`src/rtl/tdm_pkg.sv`:
```
// Shared definitions for the two-channel TDM receive path: state encoding,
// the default word width and the frame-length helper.
package tdm_pkg;

  // Default bits per channel word.
  localparam int TDM_WIDTH_DEFAULT = 8;

  // Receiver framing states. The frame-boundary check is CH0 with a zero bit
  // count, a combination that only occurs right after a channel 1 word.
  typedef enum logic [1:0] {
    HUNT = 2'd0,
    CH0  = 2'd1,
    CH1  = 2'd2
  } tdm_state_e;

  // A frame carries one word per channel.
  function automatic int frame_len(input int width);
    return 2 * width;
  endfunction

endpackage

```
`src/rtl/tdm_sipo.sv`:
```
// Serial-in parallel-out word assembler, MSB first. Only the first WIDTH-1
// bits are stored; the final bit is appended from din_i so that a complete
// word is available on the same edge that samples its last bit.
module tdm_sipo #(
  parameter int WIDTH = 8
) (
  input  logic             clk,
  input  logic             rst_n,
  input  logic             shift_en_i,
  input  logic             clr_i,
  input  logic             din_i,
  output logic [WIDTH-1:0] par_o
);

  logic [WIDTH-2:0] sr_q;

  // Stored bits followed by the bit currently on the line.
  assign par_o = {sr_q, din_i};

  // Shift left with din entering at the LSB; clear together with a shift
  // starts a fresh word whose first bit is din.
  // NOTE: sequential state is written with non-blocking assignments so every
  // flop samples the pre-edge value of every other flop.
  always_ff @(posedge clk or negedge rst_n) begin
    if (!rst_n) begin
      sr_q <= '0;
    end else if (shift_en_i) begin
      if (clr_i) begin
        sr_q <= (WIDTH-1)'(din_i);
      end else begin
        sr_q <= par_o[WIDTH-2:0];
      end
    end else if (clr_i) begin
      sr_q <= '0;
    end
  end

endmodule

```
`src/rtl/tdm_demux2.sv`:
```
// Two-channel TDM demultiplexer: hunts for a sync-marked frame, deserializes
// alternating channel 0 / channel 1 words and presents each on its own
// registered output with a one-cycle valid strobe. Misplaced or missing sync
// pulses frame_err; a misplaced sync resynchronizes at once, a missing one
// drops back to HUNT.
module tdm_demux2
  import tdm_pkg::*;
#(
  parameter int WIDTH = TDM_WIDTH_DEFAULT
) (
  input  logic             clk,
  input  logic             rst_n,
  input  logic             en,
  input  logic             din,
  input  logic             sync,
  output logic [WIDTH-1:0] out0,
  output logic [WIDTH-1:0] out1,
  output logic             valid0,
  output logic             valid1,
  output logic             frame_err,
  output logic             locked
);

  localparam int            CW   = $clog2(WIDTH);
  localparam logic [CW-1:0] LAST = CW'(WIDTH - 1);
  localparam logic [CW-1:0] ONE  = CW'(1);

  tdm_state_e       state_q;
  logic [CW-1:0]    cnt_q;
  logic [WIDTH-1:0] out0_q;
  logic [WIDTH-1:0] out1_q;
  logic             valid0_q;
  logic             valid1_q;
  logic             frame_err_q;
  logic             locked_q;

  logic [WIDTH-1:0] word;
  logic             boundary;
  logic             sipo_shift;
  logic             sipo_clr;

  // First strobed bit after a channel 1 word: a sync is expected here.
  assign boundary = (state_q == CH0) && (cnt_q == '0);

  // Shift-register control: a sync always starts a new word; inside a frame
  // every other strobed bit is shifted, except the boundary bit which is
  // discarded when sync is missing.
  // NOTE: every signal assigned in always_comb gets a default first so no
  // path leaves it unassigned and no latch is inferred.
  always_comb begin
    sipo_shift = 1'b0;
    sipo_clr   = 1'b0;
    if (en) begin
      sipo_clr   = sync || boundary;
      sipo_shift = sync || ((state_q != HUNT) && !boundary);
    end
  end

  tdm_sipo #(
    .WIDTH(WIDTH)
  ) u_sipo (
    .clk       (clk),
    .rst_n     (rst_n),
    .shift_en_i(sipo_shift),
    .clr_i     (sipo_clr),
    .din_i     (din),
    .par_o     (word)
  );

  // Framing FSM with bit counter and registered outputs; nothing moves on
  // cycles without a bit strobe except the pulses returning low.
  always_ff @(posedge clk or negedge rst_n) begin
    if (!rst_n) begin
      state_q     <= HUNT;
      cnt_q       <= '0;
      out0_q      <= '0;
      out1_q      <= '0;
      valid0_q    <= 1'b0;
      valid1_q    <= 1'b0;
      frame_err_q <= 1'b0;
      locked_q    <= 1'b0;
    end else begin
      // NOTE: pulse outputs default low every cycle and are raised only on
      // the edge that produces them, giving exactly one cycle regardless of en.
      valid0_q    <= 1'b0;
      valid1_q    <= 1'b0;
      frame_err_q <= 1'b0;
      if (en) begin
        unique case (state_q)
          HUNT: begin
            if (sync) begin
              state_q  <= CH0;
              cnt_q    <= ONE;
              locked_q <= 1'b1;
            end
          end
          CH0, CH1: begin
            if (sync) begin
              // Sync is legal only at the frame boundary; either way this bit
              // is the new channel 0 MSB.
              frame_err_q <= !boundary;
              state_q     <= CH0;
              cnt_q       <= ONE;
            end else if (boundary) begin
              frame_err_q <= 1'b1;
              state_q     <= HUNT;
              cnt_q       <= '0;
              locked_q    <= 1'b0;
            end else if (cnt_q != LAST) begin
              cnt_q <= cnt_q + ONE;
            end else begin
              cnt_q <= '0;
              if (state_q == CH0) begin
                out0_q   <= word;
                valid0_q <= 1'b1;
                state_q  <= CH1;
              end else begin
                out1_q   <= word;
                valid1_q <= 1'b1;
                state_q  <= CH0;
              end
            end
          end
          default: begin
            state_q  <= HUNT;
            cnt_q    <= '0;
            locked_q <= 1'b0;
          end
        endcase
      end
    end
  end

  assign out0      = out0_q;
  assign out1      = out1_q;
  assign valid0    = valid0_q;
  assign valid1    = valid1_q;
  assign frame_err = frame_err_q;
  assign locked    = locked_q;

endmodule
```
`config.mk`:
```
export PLATFORM = sky130hd
export DESIGN_NAME = tdm_demux2
export DESIGN_NICKNAME = d
export VERILOG_FILES = /design/src/rtl/tdm_pkg.sv /design/src/rtl/tdm_sipo.sv /design/src/rtl/tdm_demux2.sv
export SDC_FILE = /design/constraint.sdc
export NUM_CORES = 1
export LEC_CHECK = 0
export CORE_ASPECT_RATIO = 0.9
export CORE_MARGIN = 2
export CORE_UTILIZATION = 50
export CTS_CLUSTER_DIAMETER = 50
export CTS_CLUSTER_SIZE = 30
export DETAILED_ROUTE_END_ITERATION = 6
export GPL_ROUTABILITY_DRIVEN = 1
export PLACE_DENSITY = 0.76
export SLEW_MARGIN = 30
export SYNTH_ARGS = -nofsm -noshare
export SYNTH_HDL_FRONTEND = slang
export SYNTH_SLANG_ARGS = --single-unit
```
`constraint.sdc`:
```
create_clock -name clk -period 2.4 [get_ports clk]
set_clock_uncertainty 0.1 [all_clocks]
set_input_delay 0.36 -clock clk [delete_from_list [all_inputs] [get_ports clk]]
set_output_delay 0.36 -clock clk [all_outputs]
set_load 0.03 [all_outputs]
```
**Word-level counts from Yosys, hierarchy flattened**

Index checks and enable logic that the tools add are counted.

- Add/subtract/negate cells: 1
- Equal/unequal tests: 7
- Mux-type cells: 36
- Bitwise operators: 4
- Reduce and logical (&&, ||, !) cells: 15

Operators by type and width:

| operator | number |
|---|---|
| 2-to-1 mux 1 bit | 21 |
| 2-to-1 mux 7 bit | 3 |
| 2-to-1 mux 3 bit | 4 |
| AND reduction 6 bit | 2 |
| 2-to-1 mux 2 bit | 5 |
| != test 2 bit (second input constant) | 3 |
| one-hot mux 3 bit (2 select lines) | 1 |
| != test 4 bit (second input constant) | 1 |
| NOT 1 bit | 4 |
| one-hot mux 2 bit (2 select lines) | 1 |
| AND reduction 4 bit | 1 |
| nonzero test 2 bit | 2 |
| adder 3 x 1 -> 3 bit (second input constant) | 1 |
| logical NOT 3 bit | 1 |
| != test 3 bit (second input constant) | 1 |
| AND reduction 3 bit | 1 |
| == test 2 x 1 -> 1 bit (second input constant) | 1 |
| == test 2 bit (second input constant) | 1 |
| logical AND 1 bit | 2 |
| logical NOT 2 bit | 1 |
| logical OR 1 bit | 2 |
| one-hot mux 1 bit (2 select lines) | 1 |
| AND reduction 2 bit | 1 |
| OR reduction 2 bit | 1 |
| logical NOT 1 bit | 1 |

- Bits in registers: 32
- Bits of input ports: 5
- Output and inout port bits: 20
- Logic and storage cells: 72

**Longest topological paths before layout**

- Depth after elaboration: 7
- Mapped depth: 7
- Depth with buffers taken out: 7

**Hierarchy**

A second synthesis with hierarchy kept.

- Cells, all modules: 114
- Area, all modules: 1502.7 µm²

By module, submodules not included:

| module | times used | cells each | area each (µm²) | seq. area each (µm²) |
|---|---|---|---|---|
| tdm_demux2 | 1 | 91 | 1213.7 | 625.6 |
| tdm_sipo | 1 | 23 | 289.0 | 175.2 |

**Worst setup path after synthesis**

Ideal clock, no wire load.

- Path kind: register to register
- Start point: reg state_q[0]
- End point: reg out1_q[0], in the netlist out1[0]
- Library setup time: 125 ps
- Arrival: 1746 ps
- Required time: 2175 ps
- Setup slack: 430 ps
- Cell stages (with the launch flop): 7
- Buffers on the path: 0
- Period minus slack after synthesis: 1970 ps
- Path through: dfrtp_1 ha_1 nand3b_4 ha_1 nand2_1 nor3_4 mux2_2

- Word-level cells in the longest chain between the ends: 4
- Elaborated cells on any way between the ends: 7
- Those cells by class: eq/ne: 2; bitwise: 2; reduce/logical: 3

RTL lines:

| element | line | RTL |
|---|---|---|
| start, declared | tdm_demux2.sv:28 | `tdm_state_e state_q;` |
| start signal, assigned | tdm_demux2.sv:74 | `state_q <= HUNT;` |
| start signal, assigned | tdm_demux2.sv:92 | `state_q <= CH0;` |
| start signal, assigned | tdm_demux2.sv:102 | `state_q <= CH0;` |
| == test 2 x 1 -> 1 bit | tdm_demux2.sv:43, tdm_demux2.sv:89, tdm_demux2.sv:113 |  |
| logical AND 1 bit | tdm_demux2.sv:43 | `assign boundary = (state_q == CH0) && (cnt_q == '0);` |
| NOT 1 bit (no source line) | - |  |
| AND reduction 6 bit (no source line) (*) | - |  |
| end signal, assigned | tdm_demux2.sv:118 | `out1_q <= word;` |
| end, declared | tdm_demux2.sv:31 | `logic [WIDTH-1:0] out1_q;` |

Every way passes the cells marked *; elsewhere a longest branch is shown, timed or not.
A chain may end at the register's enable or synchronous reset.

**Worst setup path after layout**

- Start point: reg state_q[0]
- End point: reg out1_q[1], in the netlist out1[1]

The elaborated chain is that of the path after synthesis.

==> results.toml <==
[flow_run]
max_cap_violations = 0

[critical_path]
rr_endpoint = "out1[1]$_DFFE_PN0P_"
reg2reg_slack_ns = 0.23
crit_path_start_kind = "flop"
rr_startpoint = "state_q[0]$_DFFE_PN0P_"
cp-end-kind = "flop"
required_time_at_the_endpoint_of_the_critical_path_ns = 2.52
timing_worst_setup_path_type = "flop to flop"
crit_path_end = "out1[1]$_DFFE_PN0P_"
timing.critical_path.arrival_ns = 2.28
critical_path_peak_fanout = 9
worst_r2r_path_depth = 6
crit_start = "state_q[0]$_DFFE_PN0P_"

[sta]
worst_pin_slew_ns = 0.4280
rsz0062_at_grt = "no"
final.min_clock_period_ns = 2.166
timing.final.crit_share = 0.9025
final_max_slew_viol_count = 0
timing.fmax_mhz = 461.7
setup-violations-final = 0
count_of_final_hold_check_violations = 0
setup_tns_ns = 0
max_slew_margin = 0.7138

[routing]
route.detailed.vias_per_inst = 5.427
wire_per_inst_um = 15.91
drt.antenna.violating_nets = 0
drt-pass1-iter-count = 4
drt_iter0_drc = 18
drc = 0
vias = 1004
detail_route.wirelength_mm = 2.944

[clock_tree]
clk_transition_reported_paths_ns = 0.10
worst_skew_pair.late_latency_ns = 0.33
cts_tree = "yes"
htree_levels = 2
cts.repair.resized = 0
clock_sink_count = 32
cts_setup_buffers = 0
cts.root.buffer_cell = "clkbuf_4"
cts_hold_buf = 0
tritoncts_buffers = 5
clock_path_buffers = 2

[power_and_ir_drop]
pwr_density_cell_nw_per_um2 = 842.6
power_frac_seq = 0.413
clockPowerShare = 0.247
p_sw_mw = 0.5492
switching_share = 0.3443
max-vdd-ir-drop_uv = 553.9
power.leakage_nw = 0.9047
power.combinational.fraction = 0.340
internal_power_mw = 1.046

[floorplan]
floorplan.initialDensity = 0.5382
io_pins = 25
dieArea_um2 = 3487
fp-row-count = 18
die_w_um = 62.03
floorplan.core_area_um2 = 2815
die_y_um = 56.23

[synth]
synth_flop_cell = "dfrtp_1"
synth_seq_area_share = 0.5285
synth.cell_area_um2 = 1515
instance_count_of_the_mapped_netlist = 112
synth_area_per_cell_um2 = 13.53
ys_seq_elements = 32
syn-num-nets = 125
count_of_synthesis_stage_warnings_from_yosys = 0
synth_cell_types = 32
synthArstFlopShare = 1.000
number_of_flops_mapped_to_enable_cells_by_yosys = 0

[finish]
antenna_diode_count = 0
most-common-layout-cells = "32 x dfrtp_1, 24 x clkdlybuf4s50_1, 10 x mux2_2, 8 x mux2_4, 8 x ha_1"
nets = 157
num-fill-cells = 207
layout-area-overhead-vs-synth_pct = 24.94
ratio_of_cells_with_drive_above_1_in_the_final_layout = 0.2276
commonest_non_fill_non_tap_cell_in_the_layout = "dfrtp_1"
postLayoutCellArea_um2 = 1893

[global_routing]
grt_start_max_net_pins = 33
first_global_vias = 1023
grt_first_pass_wirelength_mm = 4.995
gr-total-overflow = 0
grt_use_total = 0.2024
antenna_found_initial = 0

[place]
post-dp-hpwl_mm = 2.070
dpl-instance-area_um2 = 1817
port_buffers = 24
place.gp.congestion = 0.8901

[worst_hold_path]
worst_hold_path_type = "input port to async pin"

[outcome]
status = "finished clean"
[flip-flops by register name (all words and copies together), names as in the netlist]
register     flops
out0             8
out1             8
u_sipo.sr_q      7
cnt_q            3
state_q          2
frame_err        1
locked           1
valid0           1
valid1           1
[cell usage after synthesis, types with 3 or more instances]
master,n,area (µm²)
dfrtp_1,32,800.8
mux2_2,10,112.6
ha_1,8,100.1
mux2_4,8,120.1
inv_1,7,26.28
a22o_1,6,52.55
a21oi_1,3,15.01
buf_2,3,15.01
nand2_1,3,11.26
nand2b_1,3,18.77
[final cells by class]
type                            instances  area, µm²  share of cell area
Sequential cell                        32      800.8              0.4230
Inverter                                7      26.28             0.01388
Timing Repair Buffer                   29      277.8              0.1467
Multi-Input combinational cell         69      661.9              0.3496
Tap cell                               40      50.05             0.02644
Clock buffer                            6      41.29             0.02181
Clock inverter                          2      35.03             0.01851
[worst min-delay path by stage]
stage / endpoint / slack, ns
after floorplan: cnt_q[0]$_DFFE_PN0P_ / -0.04
after CTS: out1[4]$_DFFE_PN0P_ / 0.31
after global placement: out1[7]$_DFFE_PN0P_ / 0.39
final: out1[4]$_DFFE_PN0P_ / 0.31
after detailed placement: out1[2]$_DFFE_PN0P_ / 0.40
after global routing: out1[5]$_DFFE_PN0P_ / 0.32
[power groups by stage]
stage | Clock [mW] | Combinational [mW] | Sequential, mW
after global routing | 0.443 | 0.606 | 0.666
after detailed placement | 0 | 0.535 | 0.669
final | 0.395 | 0.542 | 0.659
after floorplan | 0 | 0.346 | 0.691
after CTS | 0.406 | 0.541 | 0.658
after global placement | 0 | 0.516 | 0.662
[metrics by stage]
step	setup WS [ns]	total power, mW	utilization	hold WS [ns]	std cells
floorplan	0.4295	1.037	-	-0.03559	112
global placement	0.2726	1.178	0.6453	0.3937	177
detailed placement	0.2252	1.204	0.6453	0.3950	177
CTS	0.2369	1.605	0.6724	0.3118	185
global route	0.1124	1.715	0.6724	0.3244	185
finish	0.2341	1.595	0.6724	0.3126	185
[critical path, cell delays in order, from the launching register on]
cell and delay [ns]:
dfrtp_1 0.44, ha_1 0.27, nand3b_4 0.15, ha_1 0.22
nand2_1 0.12, nor3_4 0.37, mux2_2 0.38
[routing by layer]
metal	track usage	wire length (µm)	vias to the layer above
met5	0	0	-
met4	0.05167	23	0
met3	0.1000	131	4
li1	-	-	470
met1	0.2976	1490	506
met2	0.2649	1298	24
[logic make-up (layout without fill, tap and decap cells)]
family,Yosys count,in the layout,synth area share
and+or+nand+nor,23,23,0.1115
AOI/OAI and AO/OA,18,18,0.09249
adders and majority gates,8,8,0.06606
DFF,32,32,0.5285
buffers and inverters,11,44,0.03468
muxes,20,20,0.1668
Note: power is estimated with default switching activity, not from simulation.
==> variant: new RTL, same flow settings <==
Re-encode `tdm_state_e` (3 states) as one-hot, 3 bits wide.
--- a/src/rtl/tdm_pkg.sv
+++ b/src/rtl/tdm_pkg.sv
@@ -7,10 +7,10 @@
 
   // Receiver framing states. The frame-boundary check is CH0 with a zero bit
   // count, a combination that only occurs right after a channel 1 word.
-  typedef enum logic [1:0] {
-    HUNT = 2'd0,
-    CH0  = 2'd1,
-    CH1  = 2'd2
+  typedef enum logic [2:0] {
+    HUNT = 3'b001,
+    CH0  = 3'b010,
+    CH1  = 3'b100
   } tdm_state_e;
 
   // A frame carries one word per channel.
Function: same outputs for any inputs over 10 cycles, from zero or initial values and one cycle with rst_n low; not proved beyond that.
==> variant against the original RTL <==
- wire length up 5.1%
- total power is 4.0% higher
- worst setup slack lost 0.13 ns
- sequential cell count increased by 1
- clock power up 8.4%
- global-route usage is 1.1 points lower
- area after synthesis is 3.8% higher
- critical path depth up 2
- first-iteration DRC count rose to 2.9 times the old value
- synthesized cell count increased by 19%
- utilization hardly changed
- design area increased by 7.2%
- highest routed layer unchanged
==> variant: results (changes against the original RTL) <==
Parameter                              Value

GRT
  Largest net degree at the start of global routing ... 34 (was 33)
  Wire length of the first global-routing pass ... 5264 um (was 4995 um)
  Number of global-route vias before repair ... 1,121 (was 1,023)
  Overall global routing resource usage ... 19.13% (was 20.24%)

Worst setup path
  Reg2Reg Launch Point ... cnt_q[0] (was state_q[0])
  Worst R2R Setup Slack ... 0.1 ns (was 0.23 ns)
  Arrival @ worst endpoint ... 2.42 ns (was 2.28 ns)
  Worst-case reg-to-reg path depth ... 8 (was 6)
  Largest driver fanout on the critical path ... 9 (unchanged)
  Terminus of the critical flop-to-flop path ... out1[7] (was out1[1])
  Peak per-stage delay on the critical path ... 0.41 ns (was 0.44 ns)

Detailed routing
  Final WL ... 3095 um (was 2944 um)
  DR iter-0 viols ... 53 (was 18)
  Routed vias/inst ... 5.377 (was 5.427)

Cells and area
  Final net count ... 182 (was 157)
  FILL cells ... 229 (was 207)
  Layout cells sized above 1 ... 24.28% (was 22.76%)
  Count of non-filler cells in the finished layout ... 215 (was 185)

Timing
  Worst max-slew margin expressed relative to the limit ... 62.86% (was 71.38%)
  Worst hold slack across all endpoints ... 0.3170 ns (was 0.3126 ns)

Synthesis
  Most area-consuming cells after synthesis ... sky130_fd_sc_hd__dfrtp_1 51%, sky130_fd_sc_hd__mux2_2 11%, sky130_fd_sc_hd__ha_1 4.0% (was sky130_fd_sc_hd__dfrtp_1 53%, sky130_fd_sc_hd__mux2_4 7.9%, sky130_fd_sc_hd__mux2_2 7.4%)
  Net count after synthesis ... 143 (was 125)
  Ranking of synthesized cells by instance count ... 32 x sky130_fd_sc_hd__dfrtp_1, 15 x sky130_fd_sc_hd__mux2_2, 10 x sky130_fd_sc_hd__nor2_1 (was 32 x sky130_fd_sc_hd__dfrtp_1, 10 x sky130_fd_sc_hd__mux2_2, 8 x sky130_fd_sc_hd__ha_1, 8 x sky130_fd_sc_hd__mux2_4, 7 x sky130_fd_sc_hd__inv_1)
  Post-Synthesis Mean Instance Area ... 11.83 um^2 (was 13.53 um^2)
  Share of the yosys chip area belonging to registers ... 52.59% (was 52.85%)

Outcome
  Result of the run ... finished clean (unchanged)

Placed design
  Number of placed cells counting well taps ... 204 (was 177)
  Number of buffers inserted by port buffering ... 24 (unchanged)
  Detailed-placement wirelength estimate ... 2182 um (was 2070 um)
  Post-place instance area ... 1918 um^2 (was 1817 um^2)
  Worst slack at placement ... 0.07335 ns (was 0.2252 ns)
  Placer's final routability congestion estimate ... 0.9325 (was 0.8901)

Power and ir drop
  Leakage power of the design ... 0.0009903 uW (was 0.0009047 uW)
  Largest vdd supply drop ... 0.0004474 V (was 0.0005539 V)

Floorplanning
  Die area ... 3611 um^2 (was 3487 um^2)
[variant: metrics by stage]
step                      total power, uW  utilization, %
after floorplan                      1054               -
after global placement               1174           63.53
after detailed placement             1194           63.53
after CTS                            1632           66.35
after global routing                 1750           67.22
final                                1659           67.22
[variant: worst max path at each step]
stage          startpoint  cells past startpoint          to  slack [ns]
2_1_floorplan    cnt_q[0]                      7     out1[1]        0.09
3_3_place_gp     cnt_q[0]                      8     out1[1]        0.16
3_5_place_dp     cnt_q[0]                      8     out1[3]        0.07
4_1_cts          cnt_q[0]                      8     out1[2]        0.07
5_1_grt          cnt_q[0]                      9  state_q[0]       0.004
6_report         cnt_q[0]                      8     out1[7]         0.1
[variant: worst max-delay path, delay by kind of cell (launching register included)]
family	cells	cell delay, ns
mux	1	0.33
fa+ha+maj	2	0.37
flops	1	0.41
buf+inv	2	0.22
simple gates	3	0.77
[variant: routing by layer]
| metal | up-vias | GRT usage, % | share of wire [%] |
|---|---|---|---|
| met2 | 37 | 28.57 | 43 |
| li1 | 547 | - | - |
| met3 | 5 | 6.114 | 5.2 |
| met5 | - | 0 | 0 |
| met4 | 0 | 6.667 | 1.2 |
| met1 | 567 | 26.65 | 51 |
[variant: report_power, final]
group	internal, uW	total, uW	switching (uW)
registers	623	700	77.0
logic	246	531	285
clock network	249	428	179
[variant: repair_timing]
action | in CTS | in global routing
setup endpoints to repair | 0 | 10
hold buffers | 0 | 0
gates resized for setup | 0 | 1
setup buffers | 0 | 3
[variant: cell families (layout without fill, tap and decap cells)]
group | count (synthesis) | count (layout) | synth area share (%)
adders and majority gates | 5 | 5 | 3.978
AOI/OAI and AO/OA | 20 | 20 | 9.469
buffers and inverters | 11 | 51 | 3.421
xor gates and xnor gates | 1 | 1 | 0.5570
muxes | 21 | 21 | 14.56
DFF | 33 | 33 | 52.59
and+or+nand+nor | 42 | 42 | 15.44
[variant: cell type report]
class / instances / area (um^2) / area share, %
clock buffers: 7 / 55.05 / 2.713
clock inverters: 1 / 30.03 / 1.480
inverters: 7 / 26.28 / 1.295
multi-input cells: 89 / 691.9 / 34.09
flip-flops and latches: 33 / 827.0 / 40.75
well taps: 42 / 52.55 / 2.589
repair buffers: 36 / 346.6 / 17.08
